===== config.mk =====
export PLATFORM = sky130hd
export DESIGN_NAME = strassen_product_scheduler
export DESIGN_NICKNAME = d
export VERILOG_FILES = /design/src/rtl/strassen_pkg.sv /design/src/rtl/strassen_timeout_ctr.sv /design/src/rtl/strassen_product_scheduler.sv
export SDC_FILE = /design/constraint.sdc
export NUM_CORES = 1
export LEC_CHECK = 0
export ABC_AREA = 1
export CAP_MARGIN = 20
export CORE_UTILIZATION = 28
export CTS_BUF_LIST = sky130_fd_sc_hd__clkbuf_4 sky130_fd_sc_hd__clkbuf_8 sky130_fd_sc_hd__clkbuf_16
export DETAILED_ROUTE_END_ITERATION = 8
export PLACE_DENSITY = 0.49
export RECOVER_POWER = 25
export SLEW_MARGIN = 20
export SYNTH_ARGS = -nofsm -noshare
export SYNTH_HDL_FRONTEND = slang
export SYNTH_HIERARCHICAL = 1
export SYNTH_SLANG_ARGS = --single-unit

===== constraint.sdc =====
create_clock -name clk -period 1.77 [get_ports clk]
set_input_delay 0.354 -clock clk [delete_from_list [all_inputs] [get_ports clk]]
set_output_delay 0.354 -clock clk [all_outputs]
set_load 0.03 [all_outputs]

===== src/rtl/strassen_pkg.sv =====
// Shared encodings for the Strassen multiplier: operand-mux codes, quadrant ids
// and the per-product operand selection table used by scheduler and datapath.
package strassen_pkg;

    typedef enum logic [2:0] {
        Q11       = 3'd0,
        Q22       = 3'd1,
        Q11_P_Q22 = 3'd2,
        Q21_P_Q22 = 3'd3,
        Q11_P_Q12 = 3'd4,
        Q21_M_Q11 = 3'd5,
        Q12_M_Q22 = 3'd6,
        OP_RSVD   = 3'd7
    } op_sel_t;

    typedef enum logic [1:0] {
        C11 = 2'd0,
        C12 = 2'd1,
        C21 = 2'd2,
        C22 = 2'd3
    } quad_t;

    localparam int NUM_PRODUCTS = 7;

    // Index k selects M(k+1)
    localparam op_sel_t A_SEL_TBL [NUM_PRODUCTS] = '{
        Q11_P_Q22, Q21_P_Q22, Q11, Q22, Q11_P_Q12, Q21_M_Q11, Q12_M_Q22
    };
    localparam op_sel_t B_SEL_TBL [NUM_PRODUCTS] = '{
        Q11_P_Q22, Q11, Q12_M_Q22, Q21_M_Q11, Q22, Q11_P_Q12, Q21_P_Q22
    };

endpackage


===== src/rtl/strassen_timeout_ctr.sv =====
// Watchdog counter for one product in flight; saturates at TIMEOUT-1 and
// reports expiry while parked there.
module strassen_timeout_ctr #(
    parameter int TIMEOUT = 256,
    parameter int TW      = $clog2(TIMEOUT)
) (
    input  logic clk,
    input  logic rst,
    input  logic clr,
    input  logic en,
    output logic expired
);

    localparam logic [TW-1:0] LAST = TW'(TIMEOUT - 1);

    logic [TW-1:0] cnt;

    always_ff @(posedge clk) begin
        if (rst || clr) begin
            cnt <= '0;
        end else if (en && !expired) begin
            cnt <= cnt + TW'(1);
        end
    end

    assign expired = (cnt == LAST);

endmodule


===== src/rtl/strassen_product_scheduler.sv =====
// Sequences the seven Strassen products through one shared systolic array,
// then steps the four quadrant combines and pulses done.
module strassen_product_scheduler
    import strassen_pkg::*;
#(
    parameter int N       = 16,
    parameter int TIMEOUT = 256
) (
    input  logic       clk,
    input  logic       rst,
    input  logic       start,
    input  logic       sa_done,
    output logic       sa_start,
    output logic [2:0] a_sel,
    output logic [2:0] b_sel,
    output logic [2:0] m_idx,
    output logic       m_wr_en,
    output logic       comb_en,
    output logic [1:0] comb_quad,
    output logic       busy,
    output logic       done,
    output logic       error
);

    localparam int TW = $clog2(TIMEOUT);
    localparam logic [2:0] K_LAST = 3'(NUM_PRODUCTS - 1);

    if (N < 2 || (N % 2) != 0) begin : g_bad_n
        $error("N must be even and at least 2");
    end

    typedef enum logic [2:0] {
        S_IDLE,
        S_ISSUE,
        S_WAIT,
        S_COMBINE,
        S_FINISH
    } state_t;

    state_t     state, state_nx;
    logic [2:0] k, k_nx;
    logic [1:0] quad, quad_nx;
    logic       error_nx;
    logic       ctr_clr, ctr_en, expired;

    strassen_timeout_ctr #(
        .TIMEOUT (TIMEOUT),
        .TW      (TW)
    ) u_timeout (
        .clk     (clk),
        .rst     (rst),
        .clr     (ctr_clr),
        .en      (ctr_en),
        .expired (expired)
    );

    always_ff @(posedge clk) begin
        if (rst) begin
            state <= S_IDLE;
            k     <= '0;
            quad  <= '0;
            error <= 1'b0;
        end else begin
            state <= state_nx;
            k     <= k_nx;
            quad  <= quad_nx;
            error <= error_nx;
        end
    end

    always_comb begin
        state_nx  = state;
        k_nx      = k;
        quad_nx   = quad;
        error_nx  = error;
        ctr_clr   = 1'b0;
        ctr_en    = 1'b0;
        sa_start  = 1'b0;
        a_sel     = 3'd0;
        b_sel     = 3'd0;
        m_idx     = 3'd0;
        m_wr_en   = 1'b0;
        comb_en   = 1'b0;
        comb_quad = 2'd0;
        done      = 1'b0;
        busy      = (state != S_IDLE);

        case (state)
            S_IDLE: begin
                if (start) begin
                    state_nx = S_ISSUE;
                    k_nx     = '0;
                    error_nx = 1'b0;
                end
            end
            S_ISSUE: begin
                sa_start = 1'b1;
                a_sel    = A_SEL_TBL[k];
                b_sel    = B_SEL_TBL[k];
                m_idx    = k;
                ctr_clr  = 1'b1;
                state_nx = S_WAIT;
            end
            S_WAIT: begin
                m_idx  = k;
                ctr_en = 1'b1;
                // A product finishing on the last watchdog cycle is still accepted
                if (sa_done) begin
                    m_wr_en = 1'b1;
                    if (k == K_LAST) begin
                        state_nx = S_COMBINE;
                        quad_nx  = '0;
                    end else begin
                        k_nx     = k + 3'd1;
                        state_nx = S_ISSUE;
                    end
                end else if (expired) begin
                    error_nx = 1'b1;
                    state_nx = S_IDLE;
                end
            end
            S_COMBINE: begin
                comb_en   = 1'b1;
                comb_quad = quad;
                if (quad == 2'd3) begin
                    state_nx = S_FINISH;
                end else begin
                    quad_nx = quad + 2'd1;
                end
            end
            S_FINISH: begin
                done     = 1'b1;
                state_nx = S_IDLE;
            end
            default: state_nx = S_IDLE;
        endcase
    end

endmodule


After elaboration in Yosys (flattened, before gate mapping)
Memories as Yosys holds them, arrays and structs flattened.
Index checks and enable logic that the tools add are counted.
- register bits after elaboration: 17
- memory bits (read-only): 48
- bits of input ports: 4
- memories: 2
- add/sub/neg operators: 3
- order comparisons: 1
- eq/ne operators: 16
- mux-type cells: 32
- bitwise logic cells: 1
- reductions and logical operators: 12
- memories (memory ; words ; width ; rd ports ; clocked after Yosys merged registers in ; write ports ; RTL line ; RTL):
    (name not given) ; 8 ; 3 ; 1 ; 0 ; 0 ; strassen_product_scheduler.sv:99 ; b_sel = B_SEL_TBL[k];
    (name not given) ; 8 ; 3 ; 1 ; 0 ; 0 ; strassen_product_scheduler.sv:98 ; a_sel = A_SEL_TBL[k];
- operators by type and width (operator ; number):
    3-bit 2-to-1 mux ; 14
    2-bit inequality test, second input constant ; 7
    3-bit case mux with 4 select lines ; 1
    4-bit AND reduction ; 3
    2-bit 2-to-1 mux ; 5
    1-bit 2-to-1 mux ; 9
    8-bit by 1-bit adder with 8-bit output, second input constant ; 1
    8-bit equality test, second input constant ; 1
    3-bit by 2-bit equality test with 1-bit output, second input constant ; 2
    3-bit equality test, second input constant ; 2
    3-bit case mux with 2 select lines ; 1
    4-bit >= comparator, second input constant ; 1
    3-bit NOT with 4-bit output ; 1
    2-bit case mux with 2 select lines ; 1
    2-bit nonzero test ; 2
    3-bit by 1-bit adder with 3-bit output, second input constant ; 1
    3-bit by 1-bit equality test with 1-bit output, second input constant ; 1
    3-bit zero test ; 1
    3-bit by 2-bit inequality test with 1-bit output, second input constant ; 1
    3-bit AND reduction ; 1
    3-bit nonzero test ; 1
    2-bit by 1-bit adder with 2-bit output, second input constant ; 1
    2-bit equality test, second input constant ; 1
    2-bit by 1-bit inequality test with 1-bit output, second input constant ; 1
    other kinds (5) ; 5

Logic depth before layout (Yosys ltp)
Gate-level depths: netlist (run 1).
- word-level depth: 5
- depth in mapped cells: 11
- mapped depth without buffers: 10

Hierarchy
The synthesis (run 1) kept the hierarchy.
- modules (own cells, without submodules) (module ; times used ; cells each ; area an instance (µm²)):
    strassen_product_scheduler ; 1 ; 103 ; 648.1
    strassen_timeout_ctr ; 1 ; 72 ; 456.7

Worst setup path before layout (run 1)
Ideal clock, no wire load.
- kind: register -> output
- from: register state[0]
- to: output b_sel[0]
- arrival time: 1.460 ns
- data required time: 1.416 ns
- path slack: -0.044 ns
- cell stages (with the launch flop): 4
- path buffers: 1
- path through: dfxtp_1 nand3_1 buf_2 a211oi_1
- longest elaborated chain between the ends: 2
- ends and longest elaborated chain (element ; RTL line ; RTL):
    start: declaration ; strassen_product_scheduler.sv:40 ; state_t state, state_nx;
    start signal: assignment ; strassen_product_scheduler.sv:64 ; state <= state_nx;
    3-bit by 1-bit equality test with 1-bit output ; strassen_product_scheduler.sv:88 ; case (state)
    3-bit 2-to-1 mux ; strassen_product_scheduler.sv:88 ;
    end: declaration ; strassen_product_scheduler.sv:15 ; output logic [2:0] b_sel,
Every way passes these cells.

Worst setup path in the final report (run 1)
- from: register state[1]
- to: output busy
- longest elaborated chain between the ends: 1
- ends and longest elaborated chain (element ; RTL line ; RTL):
    3-bit nonzero test ; strassen_product_scheduler.sv:86 ; busy = (state != S_IDLE);
    end: declaration ; strassen_product_scheduler.sv:20 ; output logic busy,
Every way passes these cells.

==> flow_summary.toml, run 1 <==
[worst_setup_path]
critical-path-top-delay-family = "buffers and inverters"
max_stage_delay_on_crit_path_ns = 0.42
crit_required_ns = 1.42
timing.critical_path.arrival_ns = 1.34
crit_path_end_kind = "output port"
path_cells = "inv_2 > buf_4 > nand2_1 > dlygate4sd2_1"
timing.critical_path.fanout_max = 5
cp_slowest_cell = "sky130_fd_sc_hd__dfxtp_1"
r2r_setup_slack_ns = 0.16
critPathBufInv = 3
worst-setup-path-type = "flop to output port"
start_kind = "flop"

[global_routing]
globalRouteTotalUtil_pct = 13.62
largest_net_degree_at_the_start_of_global_routing = 11
global_route_wire_length_before_repair_mm = 4.457
antenna_violations_before_repair = 0
grt_overflow_total = 0
grt_pass1_vias = 1049

[yosys]
synth_fp_nets = 184
synthesis.instances = 175
most_used_flip_flop_cell_after_synthesis = "sky130_fd_sc_hd__dfxtp_1"
synthesis.area_per_instance_um2 = 6.313
synth.distinct_cells = 24
syn-cell-area_mm2 = 0.001105
synth_top_cells_by_count = "35 x sky130_fd_sc_hd__nor2_1, 34 x sky130_fd_sc_hd__nand2_1, 23 x sky130_fd_sc_hd__inv_1"
synth_async_sr_flop_share_pct = 0
count_of_flip_flops_with_a_built_in_enable_after_synthesis = 0
yosys-top-cells-area = "sky130_fd_sc_hd__dfxtp_1 31%, sky130_fd_sc_hd__nor2_1 12%, sky130_fd_sc_hd__nand2_1 12%, sky130_fd_sc_hd__inv_1 7.8%, sky130_fd_sc_hd__a21oi_1 6.3%"
synth_top_cell_area_share_pct = 30.80
yosysTopAreaCell = "sky130_fd_sc_hd__dfxtp_1"
synth_warnings = 6
synth.most_common_cell = "sky130_fd_sc_hd__nor2_1"
postSynthRegisterBits = 17
ys_seq_area_share_pct = 30.80

[worst_hold_path]
hold_class = "flop to flop"

[final_layout]
post_route_cells_drive_above_1_share_pct = 20.20
num-fill-cells = 412
stdcell_area_mm2 = 0.001428
footprint_of_the_multi_input_gates_um2 = 665.6
nets = 213
n_antenna_cell = 0
finalNonFillerCells = 251
seq_area_um2 = 342.8
layout-area-overhead-vs-synth_pct = 29.22

[run]
max-cap-violations = 0

[route]
vias = 1133
routed_wirelength_mm = 2.545
avgRoutedWirePerCell_um = 10.14
via_per_inst = 4.514
met2WireLength_mm = 1.236
detailedRoute.firstIterationViolations = 48
drt_first_pass_iters = 4
top_signal_layer_used = "met4"
route.detailed.drc = 0
ant_nets = 0
met3RoutedLength_um = 98
wirelength_met1_mm = 1.195

[cts]
ctsLongestPathBuffers = 2
clk-insertion-delay-late_ns = 0.25
numClockSinks = 17
postCtsHoldBufs = 0
numCtsBuffers = 3
cts_root_buffer = "sky130_fd_sc_hd__clkbuf_8"
tritoncts = "done"
cts_htree_levels = 1
worst_setup_hold_path_clk_slew_ns = 0.06

[placed_design]
detailedPlacementHpwl_mm = 2.012
port-buffer-count = 20
dp.cells = 246
cell_area_after_placement_mm2 = 0.001359
routabilityCongestion = 0.7428

[floorplan]
ios = 21
fp.dieH_um = 64.82
fp-row-count = 22
initial_utilization_pct = 29.73
die-area_mm2 = 0.004201
fp.coreArea_mm2 = 0.003716
die-width_um = 64.82

[timing]
final_period_minus_worst_setup_slack_ns = 1.690
least_margin_pin_slew_ns = 0.4184
maxSlewViolCount = 0
totalNegativeSetupSlack_ns = 0
finalClockSkew_ns = 0.004127
timing_hold_violations_final = 0
final_min_period_over_clock_period_pct = 95.48
setup-violations-final = 0
grt_setup_unrepaired = "false"
max-slew-margin-rel_pct = 72.01
max_freq_mhz = 591.7

[pwr]
power.leakage_nw = 0.6682
power_density_mw_per_mm2 = 821.6
ir_drop_uv = 519.0

[run_status]
run_status = "finished clean"
-- layer usage --
metal  up-vias  track usage, %
li1        616               -
met1       498           15.71
met2        17           23.96
met3         2           3.873
met4         0           4.167
met5         -               0
-- area by class of cell --
| cell class | count | share of cell area, % |
|---|---|---|
| sequential | 17 | 24.01 |
| multi-input combinational | 129 | 46.63 |
| timing repair buffer | 27 | 14.90 |
| tap | 48 | 4.207 |
| clock buffer | 4 | 3.418 |
| inverter | 26 | 6.836 |
-- power breakdown --
part / total [mW] / switching (mW) / internal (mW)
Combinational: 0.420 / 0.266 / 0.154
Clock: 0.302 / 0.127 / 0.175
Sequential: 0.450 / 0.0398 / 0.411
-- placed cells by master (no fill, tap or decap), types with 3 or more instances in the layout --
cell type	instances
sky130_fd_sc_hd__nor2_1	35
sky130_fd_sc_hd__nand2_1	34
sky130_fd_sc_hd__inv_1	22
sky130_fd_sc_hd__buf_4	17
sky130_fd_sc_hd__dfxtp_1	15
sky130_fd_sc_hd__a21oi_1	14
sky130_fd_sc_hd__nand3_1	12
sky130_fd_sc_hd__nor3_1	5
sky130_fd_sc_hd__ha_1	5
sky130_fd_sc_hd__inv_2	4
sky130_fd_sc_hd__o21ai_0	4
sky130_fd_sc_hd__nand4_1	4
sky130_fd_sc_hd__clkdlybuf4s50_1	4
sky130_fd_sc_hd__nand2_2	3
sky130_fd_sc_hd__nor2_2	3
sky130_fd_sc_hd__clkbuf_8	3
sky130_fd_sc_hd__dlygate4sd2_1	3
-- cells by family after synthesis --
logic type	Yosys count	share of synthesized area (%)
buffers and inverters	29	10.98
AND/OR/NAND/NOR	103	42.02
adder cells (fa/ha/maj)	5	5.663
AO/OA/AOI/OAI	21	10.53
flip-flops	17	30.80
-- worst min-delay path: cells and delay by family (launching register included) --
family	cells	cell delay (ns)
and+or+nand+nor	1	0.07
DFF	1	0.35
AOI/OAI and AO/OA	1	0.05
-- path summary, 6_finish.rpt --
path                              start                            end  cells after the start
hold reg to reg      error$_SDFFE_PP0P_             error$_SDFFE_PP0P_                      2
setup / recovery  state[1]$_SDFFE_PP0P_                           busy                      4
hold / removal       error$_SDFFE_PP0P_             error$_SDFFE_PP0P_                      2
setup reg to reg  state[2]$_SDFFE_PP0P_  u_timeout/cnt[2]$_SDFFE_PP0P_                      8
-- sequential cells by signal, summed over array words and instances, names as in the netlist --
| name | flops |
|---|---|
| u_timeout/cnt | 8 |
| k | 3 |
| state | 3 |
| quad | 2 |
| error | 1 |
-- per-stage QoR --
| step | hold slack (ns) | worst slack (ns) | power (mW) | utilization [%] |
|---|---|---|---|---|
| after floorplan | 0.4231 | 0.03315 | 0.7351 | - |
| after global placement | 0.4923 | 0.04756 | 0.8651 | 36.57 |
| after detailed placement | 0.4899 | 0.01314 | 0.8690 | 36.57 |
| after CTS | 0.5065 | 0.01972 | 1.173 | 37.81 |
| after global routing | 0.5300 | 0.02003 | 1.262 | 38.42 |
| final | 0.5078 | 0.08005 | 1.173 | 38.42 |
-- repair_timing --
item,in CTS,in global routing
setup endpoints to repair,11,8
pin swaps,0,0
setup buffers,0,1
cloned,0,0
resized for setup,4,7
Note: power is estimated with default switching activity, not from simulation.
==> inputs of run 2 (changes only) <==
--- a/config.mk
+++ b/config.mk
@@ -6,10 +6,11 @@
 export NUM_CORES = 1
 export LEC_CHECK = 0
 export ABC_AREA = 1
-export CAP_MARGIN = 20
+export CAP_MARGIN = 10
 export CORE_UTILIZATION = 28
 export CTS_BUF_LIST = sky130_fd_sc_hd__clkbuf_4 sky130_fd_sc_hd__clkbuf_8 sky130_fd_sc_hd__clkbuf_16
 export DETAILED_ROUTE_END_ITERATION = 8
+export GPL_ROUTABILITY_DRIVEN = 0
 export PLACE_DENSITY = 0.49
 export RECOVER_POWER = 25
 export SLEW_MARGIN = 20
==> results of run 2 <==
Final layout, timing and power as in run 1 (identical DEF).
==> inputs of run 3 (changes only) <==
--- a/config.mk
+++ b/config.mk
@@ -6,12 +6,13 @@
 export NUM_CORES = 1
 export LEC_CHECK = 0
 export ABC_AREA = 1
+export ABC_CLOCK_PERIOD_IN_PS = 1770
 export CAP_MARGIN = 10
 export CORE_UTILIZATION = 28
 export CTS_BUF_LIST = sky130_fd_sc_hd__clkbuf_4 sky130_fd_sc_hd__clkbuf_8 sky130_fd_sc_hd__clkbuf_16
 export DETAILED_ROUTE_END_ITERATION = 8
 export GPL_ROUTABILITY_DRIVEN = 0
-export PLACE_DENSITY = 0.49
+export PLACE_DENSITY = 0.48
 export RECOVER_POWER = 25
 export SLEW_MARGIN = 20
 export SYNTH_ARGS = -nofsm -noshare
==> flow_summary.toml, run 3 (synthesis results as in run 1) <==
[timing]
grt_setup_unrepaired = "true"
max_freq_mhz = 594.2
setup-violations-final = 0
least_margin_pin_slew_ns = 0.4443
maxSlewViolCount = 0
max-slew-margin-rel_pct = 70.27
finalClockSkew_ns = 0.001750
timing_hold_violations_final = 0
final_period_minus_worst_setup_slack_ns = 1.683
fin_ws_ns = 0.08701
timing.hold.ws_ns = 0.5061
final_min_period_over_clock_period_pct = 95.08

[worst_setup_path]
cp_slowest_cell = "sky130_fd_sc_hd__dfxtp_1"
max_stage_delay_on_crit_path_ns = 0.42
crit_path_end_kind = "output port"
cp.depth = 4
crit_required_ns = 1.42
worst-setup-path-type = "flop to output port"
worstSetupEndpoint = "busy"
path_cells = "inv_2 > buf_4 > nand2_1 > dlygate4sd2_1"
critical-path-top-delay-family = "buffers and inverters"
r2r_setup_slack_ns = 0.20
critPathBufInv = 3
number_of_cell_instances_on_the_worst_register_to_register_path = 9
start_kind = "flop"
critical_path.reg2reg.startpoint = "state[1]$_SDFFE_PP0P_"
regToRegEndpoint = "u_timeout/cnt[5]$_SDFFE_PP0P_"
timing.critical_path.fanout_max = 5
setup_crit_start = "state[1]$_SDFFE_PP0P_"
timing.critical_path.arrival_ns = 1.33

[cts]
cts_root_buffer = "sky130_fd_sc_hd__clkbuf_8"
cts_htree_levels = 1
ctsLongestPathBuffers = 2
worst_setup_hold_path_clk_slew_ns = 0.06
postCtsHoldBufs = 0
numCtsBuffers = 3
tritoncts = "done"
clk-insertion-delay-late_ns = 0.25
numClockSinks = 17

[final_layout]
stdcell_area_mm2 = 0.001440
post_route_cells_drive_above_1_share_pct = 21.46
seq_area_um2 = 342.8
final_cell_mix = "35 x sky130_fd_sc_hd__nor2_1, 34 x sky130_fd_sc_hd__nand2_1, 23 x sky130_fd_sc_hd__inv_1"
final_common_cell = "sky130_fd_sc_hd__nor2_1"
n_antenna_cell = 0
top_regs = "u_timeout/cnt x8, k x3, state x3"
num-fill-cells = 420
nets = 215
layout-area-overhead-vs-synth_pct = 30.35
largest_register = "u_timeout/cnt"
footprint_of_the_multi_input_gates_um2 = 663.1
largest_reg_flops = 8

[global_routing]
globalRouteTotalUtil_pct = 13.36
grt_pass1_vias = 1030
largest_net_degree_at_the_start_of_global_routing = 11
grt_overflow_total = 0
antenna_violations_before_repair = 0
global_route_wire_length_before_repair_mm = 4.340

[run]
max-cap-violations = 0

[placed_design]
port-buffer-count = 20
cell_area_after_placement_mm2 = 0.001374
post-place-ws_ns = 0.08513
detailedPlacementHpwl_mm = 2.074

[run_status]
run_status = "finished clean"

[route]
vias = 1148
via_per_inst = 4.538
routed_wirelength_mm = 2.618
drt_first_pass_iters = 4
ant_nets = 0
detailedRoute.firstIterationViolations = 56
route.detailed.drc = 0
avgRoutedWirePerCell_um = 10.35

[floorplan]
ios = 21
fp.dieH_um = 64.82
fp.coreArea_mm2 = 0.003716
fp-row-count = 22
die-area_mm2 = 0.004201
initial_utilization_pct = 29.73
die-width_um = 64.82

[pwr]
power_density_mw_per_mm2 = 825.9
ir_drop_uv = 393.1
totalPowerFinal_mw = 1.189
power.leakage_nw = 0.6807

[worst_hold_path]
hold_class = "flop to flop"
run 3: changes by cell type in the layout (fill, tap and decap cells not counted), sizes merged:
cell / change
buf: +3
clkbuf: -1
run 3: per-layer routing:
metal	vias up	part of all wire, %	global-route usage, %
met4	0	1.6	6.667
met1	507	47	16.79
met5	-	0	0
met2	21	48	22.27
met3	4	3.9	1.585
li1	616	-	-
run 3: repair_timing:
item,4_1_cts,5_1_grt
setup endpoints to repair,6,7
buffers inserted,0,1
gates resized for setup,6,3
run 3: worst min-delay path by stage:
| stage | from | end | slack [ns] | cells past startpoint |
|---|---|---|---|---|
| 2_1_floorplan | rst | k[2]$_SDFFE_PP0P_ | 0.42 | 1 |
| 3_3_place_gp | error$_SDFFE_PP0P_ | error$_SDFFE_PP0P_ | 0.49 | 2 |
| 3_5_place_dp | error$_SDFFE_PP0P_ | error$_SDFFE_PP0P_ | 0.49 | 2 |
| 4_1_cts | quad[0]$_SDFFE_PP0P_ | quad[0]$_SDFFE_PP0P_ | 0.51 | 2 |
| 5_1_grt | quad[0]$_SDFFE_PP0P_ | quad[0]$_SDFFE_PP0P_ | 0.53 | 2 |
| 6_report | quad[0]$_SDFFE_PP0P_ | quad[0]$_SDFFE_PP0P_ | 0.51 | 2 |
run 3: final cells by class:
| type | instances | area share, % |
|---|---|---|
| repair buffers | 29 | 15.81 |
| clock buffers | 4 | 3.388 |
| well taps | 48 | 4.170 |
| multi-input cells | 129 | 46.05 |
| flip-flops and latches | 17 | 23.81 |
| inverters | 26 | 6.777 |
run 3: power breakdown:
group          total [mW]  internal, mW  leakage, nW  switching [mW]
logic               0.437         0.162        0.516           0.276
clock network       0.307         0.175       0.0262           0.132
registers           0.445         0.410        0.139          0.0345
total                1.19         0.747        0.681           0.442
run 3: stage by stage:
| stage | std cells | TNS (ns) | utilization (%) |
|---|---|---|---|
| finish | 253 | 0 | 38.75 |
| global route | 253 | -0.01686 | 38.75 |
| CTS | 252 | 0 | 38.48 |
| detailed placement | 248 | 0 | 36.97 |
| global placement | 248 | 0 | 36.97 |
| floorplan | 175 | 0 | - |
run 3: worst register-to-register path: stages, from the launching register on:
cell                      delay [ns]
sky130_fd_sc_hd__dfxtp_1        0.42
sky130_fd_sc_hd__nand2_2        0.11
sky130_fd_sc_hd__nor2_1         0.36
sky130_fd_sc_hd__nand2_1        0.15
sky130_fd_sc_hd__inv_1          0.08
sky130_fd_sc_hd__nand2_1        0.05
sky130_fd_sc_hd__nor2_1         0.12
sky130_fd_sc_hd__nand3_1        0.08
sky130_fd_sc_hd__nand2_1        0.06
sky130_fd_sc_hd__nor2_1         0.03
